==> config.mk <==
export PLATFORM = sky130hd
export DESIGN_NAME = operand_stream_buffer
export DESIGN_NICKNAME = d
export VERILOG_FILES = /design/src/rtl/operand_stream_buffer.sv
export SDC_FILE = /design/constraint.sdc
export NUM_CORES = 1
export LEC_CHECK = 0
export CAP_MARGIN = 40
export CORE_MARGIN = 1
export CORE_UTILIZATION = 60
export DETAILED_ROUTE_END_ITERATION = 8
export GPL_TIMING_DRIVEN = 0
export PLACE_DENSITY = 0.83
export SYNTH_ARGS = -nofsm -noshare
export SYNTH_HDL_FRONTEND = slang
export SYNTH_SLANG_ARGS = --single-unit
==> constraint.sdc <==
create_clock -name clk_i -period 32.5 [get_ports clk_i]
set_clock_uncertainty 0.05 [all_clocks]
set_input_delay 6.5 -clock clk_i [delete_from_list [all_inputs] [get_ports clk_i]]
set_output_delay 6.5 -clock clk_i [all_outputs]
set_load 0.01 [all_outputs]
==> src/rtl/operand_stream_buffer.sv <==
// operand_stream_buffer: double-buffered operand register for the systolic array.
// The shadow bank is written over the APB-style path while the active bank
// streams a diagonally skewed feed (row skew for A, column skew for B).
// Optional macro OPBUF_CLEAR_ON_SWAP_EN: clear the outgoing active bank on swap.
module operand_stream_buffer #(
   parameter int unsigned BUS_WIDTH    = 32,
   parameter int unsigned DATA_WIDTH   = 8,
   parameter int unsigned OPERAND_SIDE = 1,
   localparam int unsigned MAX_DIM     = BUS_WIDTH / DATA_WIDTH,
   localparam int unsigned DW          = $clog2(MAX_DIM),
   localparam int unsigned CW          = $clog2(3*MAX_DIM-2)
) (
   input  logic                 clk_i,
   input  logic                 rst_i,
   input  logic [BUS_WIDTH-1:0] pwdata_i,
   input  logic [DW-1:0]        addr_Mat_i,
   input  logic                 write_en_Mat_i,
   input  logic [MAX_DIM-1:0]   pstrb_i,
   input  logic [DW-1:0]        dim_rows_i,
   input  logic [DW-1:0]        dim_cols_i,
   input  logic                 start_i,
   output logic [BUS_WIDTH-1:0] read_data_Mat_o,
   output logic [BUS_WIDTH-1:0] feed_o,
   output logic                 feed_valid_o,
   output logic                 busy_o,
   output logic                 done_o,
   output logic                 ovr_o
);

   localparam int unsigned LAST = 3*MAX_DIM - 3;

   typedef enum logic [1:0] {
      IDLE   = 2'd0,
      STREAM = 2'd1,
      DONE   = 2'd2
   } state_t;

   state_t               state_q, state_d;
   logic                 start_accept;
   logic                 shadow_sel_q;
   logic                 act_sel;
   logic [CW-1:0]        cnt_q;
   logic [DW-1:0]        rows_lat_q, cols_lat_q;
   logic                 ovr_q;
   logic [BUS_WIDTH-1:0] wr_data;
   logic [BUS_WIDTH-1:0] feed_c;
   logic [BUS_WIDTH-1:0] bank_q [2][MAX_DIM];

   assign act_sel = ~shadow_sel_q;

   // State register
   always_ff @(posedge clk_i or posedge rst_i) begin
      if (rst_i) state_q <= IDLE;
      else       state_q <= state_d;
   end

   // Next-state logic; a start is taken only when not already streaming
   always_comb begin
      state_d      = state_q;
      start_accept = 1'b0;
      unique case (state_q)
         IDLE: begin
            if (start_i) begin
               start_accept = 1'b1;
               state_d      = STREAM;
            end
         end
         STREAM: begin
            if (cnt_q == CW'(LAST)) state_d = DONE;
         end
         DONE: begin
            if (start_i) begin
               start_accept = 1'b1;
               state_d      = STREAM;
            end else begin
               state_d = IDLE;
            end
         end
         default: state_d = IDLE;
      endcase
   end

   // Bank select, skew counter, latched dims and sticky overrun flag
   always_ff @(posedge clk_i or posedge rst_i) begin
      if (rst_i) begin
         shadow_sel_q <= 1'b0;
         cnt_q        <= '0;
         rows_lat_q   <= '0;
         cols_lat_q   <= '0;
         ovr_q        <= 1'b0;
      end else begin
         if (start_accept) begin
            shadow_sel_q <= ~shadow_sel_q;
            cnt_q        <= '0;
            rows_lat_q   <= dim_rows_i;
            cols_lat_q   <= dim_cols_i;
         end else if (state_q == STREAM) begin
            cnt_q <= cnt_q + CW'(1);
         end
         if ((state_q == STREAM) && start_i) ovr_q <= 1'b1;
      end
   end

   // Write data with elements outside the current dims forced to zero
   always_comb begin
      wr_data = '0;
      for (int c = 0; c < MAX_DIM; c++) begin
         if ((addr_Mat_i <= dim_rows_i) && (DW'(c) <= dim_cols_i))
            wr_data[c*DATA_WIDTH +: DATA_WIDTH] = pwdata_i[c*DATA_WIDTH +: DATA_WIDTH];
      end
   end

   // Bank storage: strobed writes into the shadow bank
   always_ff @(posedge clk_i or posedge rst_i) begin
      if (rst_i) begin
         for (int b = 0; b < 2; b++)
            for (int r = 0; r < MAX_DIM; r++)
               bank_q[b][r] <= '0;
      end else begin
`ifdef OPBUF_CLEAR_ON_SWAP_EN
         if (start_accept)
            for (int r = 0; r < MAX_DIM; r++)
               bank_q[act_sel][r] <= '0;
`endif
         if (write_en_Mat_i)
            for (int c = 0; c < MAX_DIM; c++)
               if (pstrb_i[c])
                  bank_q[shadow_sel_q][addr_Mat_i][c*DATA_WIDTH +: DATA_WIDTH]
                     <= wr_data[c*DATA_WIDTH +: DATA_WIDTH];
      end
   end

   // Skewed feed: lane r carries element index e = t - r of its row/column
   for (genvar r = 0; r < MAX_DIM; r++) begin : g_lane
      logic [CW:0]   e;
      logic [DW-1:0] e_idx;
      logic          in_win;
      logic          in_dims;

      assign e      = {1'b0, cnt_q} - (CW+1)'(r);
      assign e_idx  = e[DW-1:0];
      assign in_win = !e[CW] && (e < (CW+1)'(MAX_DIM));

      if (OPERAND_SIDE == 1) begin : g_side_b
         assign in_dims = (e <= (CW+1)'(rows_lat_q)) && (DW'(r) <= cols_lat_q);
         assign feed_c[r*DATA_WIDTH +: DATA_WIDTH] =
            ((state_q == STREAM) && in_win && in_dims)
               ? bank_q[act_sel][e_idx][r*DATA_WIDTH +: DATA_WIDTH] : '0;
      end else begin : g_side_a
         assign in_dims = (DW'(r) <= rows_lat_q) && (e <= (CW+1)'(cols_lat_q));
         assign feed_c[r*DATA_WIDTH +: DATA_WIDTH] =
            ((state_q == STREAM) && in_win && in_dims)
               ? bank_q[act_sel][r][e_idx*DATA_WIDTH +: DATA_WIDTH] : '0;
      end
   end

   assign feed_o          = feed_c;
   assign feed_valid_o    = (state_q == STREAM);
   assign busy_o          = (state_q == STREAM);
   assign done_o          = (state_q == DONE);
   assign ovr_o           = ovr_q;
   assign read_data_Mat_o = rst_i ? '0 : bank_q[shadow_sel_q][addr_Mat_i];

endmodule

After elaboration in Yosys (flattened, before gate mapping)

Cells that the tools add are included.

Input port bits: 46
Logic and storage cells: 151
Flip-flop bits (word level): 268
Output and inout port bits: 68

Equality and inequality tests: 5
Bitwise operators: 8
Multiplexer cells: 65
Reduce and logical (&&, ||, !) cells: 29
$add $sub $neg: 4
Magnitude comparators: 26

Operators with widths:

| cell                                                                          | count |
|---|---|
| 256-bit two-way mux                                                           | 7 |
| 128-bit two-way mux                                                           | 10 |
| 256-bit bitwise mux                                                           | 4 |
| 128-bit demux with 1-bit select                                               | 4 |
| 32-bit binary-select mux with 2-bit select                                    | 5 |
| 32-bit demux with 2-bit select                                                | 4 |
| 32-bit two-way mux                                                            | 6 |
| 8-bit two-way mux                                                             | 11 |
| 24-bit two-way mux                                                            | 3 |
| 16-bit two-way mux                                                            | 3 |
| 1-bit logical AND                                                             | 22 |
| 3-bit >= comparator (second input constant)                                   | 5 |
| 5-bit by 2-bit <= comparator with 1-bit output                                | 3 |
| 5-bit by 3-bit less-than comparator with 1-bit output (second input constant) | 3 |
| 2-bit NOT with 3-bit output                                                   | 5 |
| 4-bit by 2-bit subtractor with 5-bit output (second input constant)           | 2 |
| 1-bit by 2-bit <= comparator with 1-bit output (first input constant)         | 4 |
| 2-bit <= comparator (first input constant)                                    | 4 |
| 4-bit two-way mux                                                             | 2 |
| 2-bit one-hot mux with 3 select lines                                         | 1 |
| 4-bit by 1-bit subtractor with 5-bit output (second input constant)           | 1 |
| 4-bit by 1-bit adder with 4-bit output (second input constant)                | 1 |
| 4-bit equality test (second input constant)                                   | 1 |
| 2-bit >= comparator (second input constant)                                   | 2 |
| 18 further kinds                                                              | 24 |

Logic depth before layout (Yosys ltp)

Gate-level depths: netlist (run 1).

Depth after elaboration: 18
Depth in mapped cells: 14

Worst setup path before layout (run 1)

No wires, ideal clock.

Kind: input to output
From: input rst_i
To: output read_data_Mat_o[13]
Slack: 10802 ps
Data arrival time: 15148 ps
Required time: 25950 ps
Cell stages on the path: 3
Path buffers: 1
Cell sequence: inv_1 > clkbuf_1 > o21a_1

Cells in the longest elaborated chain, start to end: 1

RTL lines:

| what               | line | source |
|---|---|---|
| from (decl)        | 14   | `input logic rst_i,` |
| 32-bit two-way mux | 162  | `assign read_data_Mat_o = rst_i ? '0 : bank_q[shadow_sel_q][addr_Mat_i];` |
| to (decl)          | 22   | `output logic [BUS_WIDTH-1:0] read_data_Mat_o,` |

Every way passes these cells.

Worst setup path in the final report (run 1)

From: input addr_Mat_i[1]
To: output read_data_Mat_o[2]

Cells in the longest elaborated chain, start to end: 5

RTL lines:

| what                                                  | line | source |
|---|---|---|
| from (decl)                                           | 16   | `input logic [DW-1:0] addr_Mat_i,` |
| 2-bit NOT with 3-bit output (not written as such)     | 162  |  |
| 32-bit binary-select mux with 2-bit select            | 162  |  |
| 32-bit two-way mux (not written as such) (2 in a row) | 162  |  |
| 32-bit two-way mux                                    | 162  |  |

Every way passes these cells. The select of a mux whose other input is x is not followed.

==> results.py, run 1 <==
metrics = {
    "outcome": {
        "status": "completed",
    },
    "clocking": {
        "insertion_delay_ns": 0.55,
        "htreeDepth": 1,
        "cts_buffers": 28,
        "post_cts_resized": 0,
        "cts_tree": "done",
        "cts_sinks": 268,
        "clk_path_buf_depth": 3,
        "post_cts_buffers": 0,
        "hold_buffers": 0,
        "clk_pin_slew_ns": 0.06,
        "ctsRootBufferMaster": "clkbuf_16",
    },
    "critical_path": {
        "cp.arrival_ns": 9.52,
        "worstPathRequired_ns": 25.95,
        "ff2ff_path_depth": 10,
        "r2r-start": "cnt_q[0]",
        "critPathLaunchType": "input port",
        "r2r_slack_ns": 29.16,
        "crit_type": "in -> out",
        "end_kind": "primary output",
        "cp_max_fo": 10,
        "reg2reg_to": "cnt_q[1]",
    },
    "detailed_routing": {
        "routed_via_density": 7.15,
        "antenna_left": 0,
        "dr.first_iter.drc_count": 1760,
        "vias": 13200,
        "wl_per_cell_um": 28.0,
        "drcViolationCount": 0,
        "drt-total-wl_mm": 51.7,
        "first_pass_iters": 6,
    },
    "yosys": {
        "synth-edff-count": 0,
        "synth_ff_type": "dfrtp_1",
        "synth_top_area_cell": "dfrtp_1",
        "ys_top_cells_by_area": "dfrtp_1 46%, mux4_2 14%, nand2_1 8.7%",
        "synth_area_mm2": 0.0146,
        "netlist_instances": 1355,
        "ys_warn_count": 0,
        "synth_top_area_share": 0.460,
        "synth_top_cells_by_count": "337 x nand2_1, 268 x dfrtp_1, 202 x o21ai_0",
        "syn_area_per_cell_um2": 10.8,
        "yosysMostFrequentCell": "nand2_1",
        "ys_ff_latch": 268,
        "synth_cell_types": 63,
        "yosysSeqAreaShare": 0.460,
        "synthArstFlopShare": 1.00,
        "synth_fp_nets": 1416,
    },
    "global_routing": {
        "grt_max_degree": 61,
        "grt.overflow.total": 0,
        "antenna_found_initial": 2,
        "first_global_vias": 13100,
        "grtUsageTotal": 0.427,
        "grt_pass1_wl_mm": 76.9,
    },
    "timing": {
        "min_period_over_period": 0.494,
        "min_period_ns": 16.07,
        "setup_viol": 0,
        "finalSetupTns_ns": 0,
        "tightest_slew_ns": 0.949,
        "relSlewSlack": 0.367,
        "grt_setup_unrepaired": "false",
        "final-max-slew-violation-count": 0,
        "max_freq_mhz": 62.2,
        "hold_viol_final": 0,
    },
    "die": {
        "fp.dieH_um": 158,
        "initial_core_util": 0.617,
        "io_pins": 114,
        "core_area_mm2": 0.0236,
        "die_area_mm2": 0.0249,
        "chipWidth_um": 158,
        "rows": 56,
    },
    "worst_hold_path": {
        "hp-class": "reg -> reg",
        "hold_start": "ovr_o",
        "hold_path_end": "ovr_o",
        "holdPathStages": 1,
    },
    "cells_and_area": {
        "seqCellArea_mm2": 0.00671,
        "drive_gt1_frac": 0.210,
        "fin_nets": 1567,
        "fill_cells": 1633,
        "design_area_mm2": 0.0172,
        "syn2layout_area_growth_pct": 18.1,
        "multi_input_area_mm2": 0.00728,
    },
    "power": {
        "powerDensity_mw_per_mm2": 87.4,
        "peakVddDrop_uv": 49.2,
        "p_leak_nw": 7.20,
    },
    "flow_run": {
        "maxCapViolations": 0,
    },
    "place": {
        "post-dp-hpwl_mm": 33.4,
        "placed_area_mm2": 0.0163,
        "portBuffers": 111,
        "place.gp.congestion": 0.945,
    },
}
layer usage:
| metal | up-vias | GRT usage | wire [um] |
|---|---|---|---|
| met2 | 1257 | 0.629 | 22700 |
| met4 | 4 | 0.289 | 3870 |
| met5 | - | 0 | 24 |
| met1 | 6340 | 0.519 | 17000 |
| met3 | 352 | 0.171 | 8030 |
| li1 | 5233 | - | - |
state kept, by name, indices dropped and copies added (netlist names):
name          cells
cols_lat_q        2
state_q           2
bank_q          256
cnt_q             4
shadow_sel_q      1
rows_lat_q        2
ovr_o             1
cell usage in the layout (no fill, tap or decap), types with 4 or more instances in the layout:
cell type | netlist | routed
inv_1 | 6 | 6
nor2b_1 | 12 | 12
clkbuf_16 | 0 | 29
clkbuf_8 | 0 | 6
nor3b_2 | 6 | 6
nand3_1 | 11 | 11
and3b_1 | 4 | 4
mux4_2 | 90 | 90
nor2_1 | 22 | 22
ha_1 | 15 | 15
buf_1 | 5 | 5
clkdlybuf4s50_1 | 0 | 111
a22oi_1 | 17 | 17
o2bb2ai_1 | 4 | 4
o21ai_0 | 202 | 202
nor2_2 | 4 | 4
buf_4 | 14 | 14
buf_2 | 27 | 28
a22o_1 | 5 | 5
nand4_1 | 8 | 8
a21oi_1 | 59 | 59
clkbuf_1 | 29 | 34
o21a_1 | 10 | 10
nand2b_1 | 4 | 4
nor2_4 | 4 | 4
a221oi_1 | 28 | 28
buf_6 | 15 | 18
nand2_1 | 337 | 337
xnor2_1 | 4 | 4
mux2i_1 | 8 | 8
and2_1 | 5 | 5
mux2_2 | 83 | 83
dfrtp_1 | 268 | 268
critical path, cell delays in order:
cell and delay, ns:
clkdlybuf4s50_1 0.63, buf_6 0.19, buf_6 0.18, nor2b_1 0.47, buf_2 0.41, a221oi_1 0.15
nor2_1 0.16, o21a_1 0.23, clkdlybuf4s50_1 0.59
stage by stage:
step           hold WS [ns]  utilization  total power (W)  worst slack (ns)  instances
3_5_place_dp          0.425        0.689          0.00114             16.66       1794
4_1_cts               0.438        0.728          0.00147             16.65       1842
3_3_place_gp          0.390        0.681          0.00110              6.67       1785
5_1_grt               0.452        0.729          0.00155             16.50       1843
2_1_floorplan         0.404            -         0.000923             10.80       1355
6_report              0.423        0.729          0.00150             16.43       1844
cell families after synthesis:
family / synth area share
AOI/OAI and AO/OA: 0.141
DFF: 0.460
muxes: 0.211
xor gates and xnor gates: 0.00240
buffers and inverters: 0.0404
and+or+nand+nor: 0.133
adders and majority gates: 0.0129
layout make-up:
class | count | area share
Multi-Input combinational cell | 986 | 0.423
Sequential cell | 268 | 0.390
Timing Repair Buffer | 121 | 0.0748
Clock buffer | 41 | 0.0483
Buffer | 91 | 0.0323
Tap cell | 319 | 0.0232
Clock inverter | 7 | 0.00654
Inverter | 10 | 0.00218
Antenna cell | 1 | 0.000145
where the power goes:
part | leakage [nW] | switching (W) | total, W | internal [W]
clock | 0.462 | 0.000138 | 0.000337 | 0.000199
sequential | 3.57 | 0.0000926 | 0.000534 | 0.000441
combinational | 3.17 | 0.000353 | 0.000634 | 0.000281
worst max path at each step:
stage / slack (ns) / end / cells after the start / startpoint
final: 16.43 / read_data_Mat_o[2] / 9 / addr_Mat_i[1]
after floorplan: 10.80 / read_data_Mat_o[13] / 3 / rst_i
after detailed placement: 16.66 / read_data_Mat_o[22] / 7 / rst_i
after global routing: 16.50 / read_data_Mat_o[2] / 9 / addr_Mat_i[1]
after CTS: 16.65 / read_data_Mat_o[29] / 7 / rst_i
after global placement: 6.67 / read_data_Mat_o[29] / 5 / rst_i
No activity file was read; power rests on OpenSTA's default activity.
==> run 2: changes to the inputs <==
- CORE_UTILIZATION: 60 -> 59
- PLACE_DENSITY: 0.83 -> 0.82
- clock period: 32.5 -> 15.7 ns (I/O delays scaled with it)
==> results.py, run 2 (same netlist as run 1, synthesis figures left out) <==
metrics = {
    "power": {
        "peakVddDrop_uv": 96.8,
        "intPower_w": 0.00193,
        "p_leak_nw": 7.23,
        "power_frac_clock": 0.232,
        "powerDensity_mw_per_mm2": 181,
        "p_comb_frac": 0.414,
        "p_switching_w": 0.00120,
        "seqPwrFrac": 0.354,
        "netSwitchingFraction": 0.384,
    },
    "timing": {
        "relSlewSlack": 0.287,
        "setup_viol": 0,
        "grt_setup_unrepaired": "false",
        "min_period_over_period": 0.589,
        "hold_viol_final": 0,
        "setup_ws_ns": 6.45,
        "max_freq_mhz": 108,
        "final-max-slew-violation-count": 0,
        "tightest_slew_ns": 1.07,
        "min_period_ns": 9.25,
        "finalSetupTns_ns": 0,
    },
    "clocking": {
        "cts_tree": "done",
        "htreeDepth": 1,
        "clk_path_buf_depth": 3,
        "insertion_delay_ns": 0.58,
        "post_cts_resized": 0,
        "ctsRootBufferMaster": "clkbuf_16",
        "cts_buffers": 29,
        "hold_buffers": 0,
        "post_cts_buffers": 0,
        "clk_pin_slew_ns": 0.06,
        "cts_sinks": 268,
    },
    "critical_path": {
        "worstPathRequired_ns": 12.51,
        "cp_max_fo": 10,
        "crit_type": "in -> out",
        "r2r-start": "cnt_q[0]",
        "cp.arrival_ns": 6.06,
        "critPathLaunchType": "input port",
        "ff2ff_path_depth": 10,
        "critPathSlowestCell": "clkbuf_1",
        "r2r_slack_ns": 12.45,
        "reg2reg_to": "cnt_q[1]",
        "crit_path_max_incr_delay_ns": 0.69,
        "cp_cell_sequence": "clkdlybuf4s50_1, buf_4, inv_2, clkbuf_1, nand2_1, a21o_1, a21oi_1, clkdlybuf4s50_1",
        "crit_top_cell": "clkdlybuf4s50_1",
        "end_kind": "primary output",
    },
    "global_routing": {
        "grtUsageTotal": 0.410,
        "grt_max_degree": 61,
        "grt.overflow.total": 0,
        "antenna_found_initial": 0,
        "first_global_vias": 13100,
        "grt_pass1_wl_mm": 77.5,
    },
    "worst_hold_path": {
        "hold_path_end": "ovr_o",
        "hp-class": "reg -> reg",
        "holdPathStages": 1,
        "hold_start": "ovr_o",
    },
    "cells_and_area": {
        "fill_cells": 1729,
        "n_antenna_cell": 0,
        "syn2layout_area_growth_pct": 18.4,
        "fin_nets": 1566,
        "fin_util": 0.712,
        "final_cell_mix": "337 x nand2_1, 268 x dfrtp_1, 202 x o21ai_0",
        "top_regs": "bank_q (256), cnt_q (4)",
        "drive_gt1_frac": 0.212,
        "regMostFlops": "bank_q",
        "largest_reg_flops": 256,
        "fin_cells": 1852,
        "final_common_cell": "nand2_1",
    },
    "die": {
        "initial_core_util": 0.601,
        "core_area_mm2": 0.0242,
        "rows": 57,
        "fp.dieH_um": 159,
        "die_area_mm2": 0.0253,
        "chipWidth_um": 159,
        "io_pins": 114,
    },
    "detailed_routing": {
        "antenna_left": 0,
        "first_pass_iters": 6,
        "wl_per_cell_um": 27.5,
        "drcViolationCount": 0,
        "routed_via_density": 6.98,
        "dr.first_iter.drc_count": 1937,
        "vias": 12900,
        "drt-total-wl_mm": 50.9,
    },
    "place": {
        "place_ws_ns": 6.47,
        "post-dp-hpwl_mm": 33.5,
        "place.gp.congestion": 0.960,
        "placed_cells": 1798,
        "portBuffers": 111,
    },
    "outcome": {
        "status": "completed",
    },
    "flow_run": {
        "maxCapViolations": 0,
    },
}
[run 2: cell count changes in the layout (fill, tap and decap cells not counted)]
| cell | delta |
|---|---|
| clkinvlp_4 | -1 |
| bufinv_16 | +1 |
| diode_2 | -1 |
| clkinv_2 | +5 |
| inv_6 | +1 |
| buf_2 | -1 |
| buf_12 | -1 |
| buf_6 | -1 |
| buf_16 | +1 |
[run 2: power by group through the flow]
stage	logic [W]	clock network, W	registers, W
after floorplan	0.000874	0	0.00104
after global placement	0.00120	0	0.00108
after detailed placement	0.00125	0	0.00110
after CTS	0.00126	0.000720	0.00109
after global routing	0.00137	0.000746	0.00113
final	0.00130	0.000726	0.00111
[run 2: how the worst max path moves through the flow]
stage                  start             endpoint
4_1_cts                rst_i  read_data_Mat_o[14]
5_1_grt                rst_i  read_data_Mat_o[14]
3_5_place_dp           rst_i  read_data_Mat_o[14]
2_1_floorplan          rst_i  read_data_Mat_o[13]
3_3_place_gp           rst_i  read_data_Mat_o[29]
6_report       addr_Mat_i[0]  read_data_Mat_o[10]
[run 2: final cells by class]
class / count / area [um^2] / share of cell area
timing repair buffer: 119 / 1280 / 0.0741
clock inverter: 13 / 169 / 0.00979
sequential: 268 / 6710 / 0.389
clock buffer: 41 / 831 / 0.0481
inverter: 10 / 37.5 / 0.00217
multi-input combinational: 986 / 7280 / 0.422
buffer: 91 / 556 / 0.0322
tap: 324 / 405 / 0.0235
[run 2: critical path, delay by kind of cell]
kind                   cells  cell delay [ns]
buffers and inverters      5             2.32
AO/OA/AOI/OAI              2             0.47
AND/OR/NAND/NOR            1             0.13
[run 2: through the flow]
stage | total power [W] | area [um^2] | hold slack (ns)
after detailed placement | 0.00235 | 16300 | 0.395
after global routing | 0.00324 | 17300 | 0.436
after CTS | 0.00307 | 17300 | 0.409
after global placement | 0.00228 | 16100 | 0.390
final | 0.00313 | 17300 | 0.405
after floorplan | 0.00191 | 14600 | 0.404
[run 2: per-layer routing]
metal | share of wire | global-route usage | vias to the layer above
met4 | 0.080 | 0.283 | 0
met5 | 0 | 0 | -
met3 | 0.14 | 0.137 | 318
li1 | - | - | 5230
met1 | 0.34 | 0.514 | 6299
met2 | 0.44 | 0.605 | 1078
==> run 3: changes to the inputs <==
- clock period: 15.7 -> 9.3 ns (I/O delays scaled with it)
==> results.py, run 3 (same netlist as run 1, synthesis figures left out) <==
metrics = {
    "place": {
        "post-dp-hpwl_mm": 33.2,
        "place.gp.congestion": 0.943,
        "placed_cells": 1796,
        "placed_area_mm2": 0.0162,
        "place_ws_ns": 2.26,
        "portBuffers": 111,
    },
    "cells_and_area": {
        "seqCellArea_mm2": 0.00671,
        "regMostFlops": "bank_q",
        "final_common_cell": "nand2_1",
        "syn2layout_area_growth_pct": 17.9,
        "fill_cells": 1719,
        "largest_reg_flops": 256,
        "drive_gt1_frac": 0.208,
        "fin_cells": 1848,
        "top_regs": "bank_q (256), cnt_q (4)",
        "fin_nets": 1565,
        "design_area_mm2": 0.0172,
        "multi_input_area_mm2": 0.00728,
        "final_cell_mix": "337 x nand2_1, 268 x dfrtp_1, 202 x o21ai_0",
    },
    "power": {
        "peakVddDrop_uv": 244,
        "p_leak_nw": 7.19,
        "finalPower_w": 0.00526,
        "powerDensity_mw_per_mm2": 306,
    },
    "detailed_routing": {
        "dr.first_iter.drc_count": 2103,
        "routed_via_density": 7.08,
        "antenna_left": 0,
        "vias": 13100,
        "first_pass_iters": 9,
        "drt-total-wl_mm": 51.1,
        "wl_per_cell_um": 27.7,
        "drcViolationCount": 4,
    },
    "worst_hold_path": {
        "hold_start": "ovr_o",
        "hp-class": "reg -> reg",
    },
    "die": {
        "fp.dieH_um": 159,
        "core_area_mm2": 0.0242,
        "chipWidth_um": 159,
        "io_pins": 114,
        "die_area_mm2": 0.0253,
        "initial_core_util": 0.601,
        "rows": 57,
    },
    "global_routing": {
        "grt_pass1_wl_mm": 76.2,
        "grt_max_degree": 106,
        "gr-usage-met2": 0.605,
        "grt.overflow.total": 0,
        "gr-usage-met1": 0.513,
        "grtUsageTotal": 0.405,
        "use_met3": 0.120,
        "antenna_found_initial": 0,
        "grt_most_used_layer": "met2",
        "first_global_vias": 12800,
    },
    "timing": {
        "setup_viol": 0,
        "setup_ws_ns": 1.51,
        "tightest_slew_ns": 0.960,
        "min_period_over_period": 0.838,
        "max_freq_mhz": 128,
        "hold_viol_final": 0,
        "final-max-slew-violation-count": 0,
        "grt_setup_unrepaired": "false",
        "min_period_ns": 7.79,
        "relSlewSlack": 0.360,
    },
    "critical_path": {
        "cp_cell_sequence": "buf_4, buf_8, buf_6, buf_4, inv_1, ha_1, clkbuf_1, clkinv_1, clkbuf_1, ha_1, nor2b_1, o2bb2ai_1, nand4b_2, a21oi_1, clkdlybuf4s50_1",
        "r2r_slack_ns": 6.01,
        "critPathLaunchType": "register",
        "cp.arrival_ns": 5.88,
        "r2r-start": "cnt_q[0]",
        "cp-startpoint": "cnt_q[0]",
        "end_kind": "primary output",
        "worstPathRequired_ns": 7.39,
        "critPathSlowestCell": "clkdlybuf4s50_1",
        "cp_max_fo": 10,
        "crit_type": "reg -> out",
        "crit_path_max_incr_delay_ns": 0.60,
    },
    "clocking": {
        "ctsRootBufferMaster": "clkbuf_16",
        "post_cts_resized": 0,
        "htreeDepth": 1,
        "insertion_delay_ns": 0.55,
        "cts_tree": "done",
        "cts_buffers": 30,
        "clk_path_buf_depth": 3,
        "post_cts_buffers": 0,
        "hold_buffers": 0,
        "cts_sinks": 268,
        "clk_pin_slew_ns": 0.06,
    },
    "outcome": {
        "status": "finished, violations left",
        "failed_checks": "DRC",
    },
    "flow_run": {
        "maxCapViolations": 0,
    },
}
run 3: layout make-up:
| cell class | count | share of cell area |
|---|---|---|
| clock inverter | 6 | 0.00488 |
| antenna | 1 | 0.000146 |
| inverter | 10 | 0.00219 |
| sequential | 268 | 0.390 |
| tap | 324 | 0.0236 |
| buffer | 91 | 0.0327 |
| multi-input combinational | 986 | 0.424 |
| timing repair buffer | 117 | 0.0705 |
| clock buffer | 45 | 0.0517 |
run 3: final timing paths:
check                           cells past startpoint          to
worst max-delay path                               15  feed_o[10]
worst min-delay path                                1       ovr_o
worst max register to register                     10    cnt_q[1]
worst min register to register                      1       ovr_o
max in group asynchronous                           4    cnt_q[1]
min in group asynchronous                           3  bank_q[66]
run 3: metrics by stage:
step	setup TNS (ns)	hold WS (ns)	utilization
2_1_floorplan	0	0.404	-
3_3_place_gp	-10.78	0.390	0.664
3_5_place_dp	0	0.435	0.668
4_1_cts	0	0.448	0.708
5_1_grt	0	0.471	0.708
6_report	0	0.437	0.708
run 3: routing by layer:
layer	routed length (um)	vias to the layer above
met5	20	-
met4	3820	2
met1	17300	6317
met3	7220	319
li1	-	5229
met2	22700	1220
run 3: worst max-delay path: cells and delay by family, from the launching register on:
family / cells / cell delay [ns]
AO/OA/AOI/OAI: 2 / 0.56
adder cells (fa/ha/maj): 2 / 0.77
AND/OR/NAND/NOR: 2 / 0.46
buffers and inverters: 9 / 3.11
flip-flops: 1 / 0.41
run 3: where the power goes:
group	internal, W	total [W]	switching [W]
clock network	0.000707	0.00119	0.000488
logic	0.000978	0.00219	0.00122
registers	0.00154	0.00187	0.000326
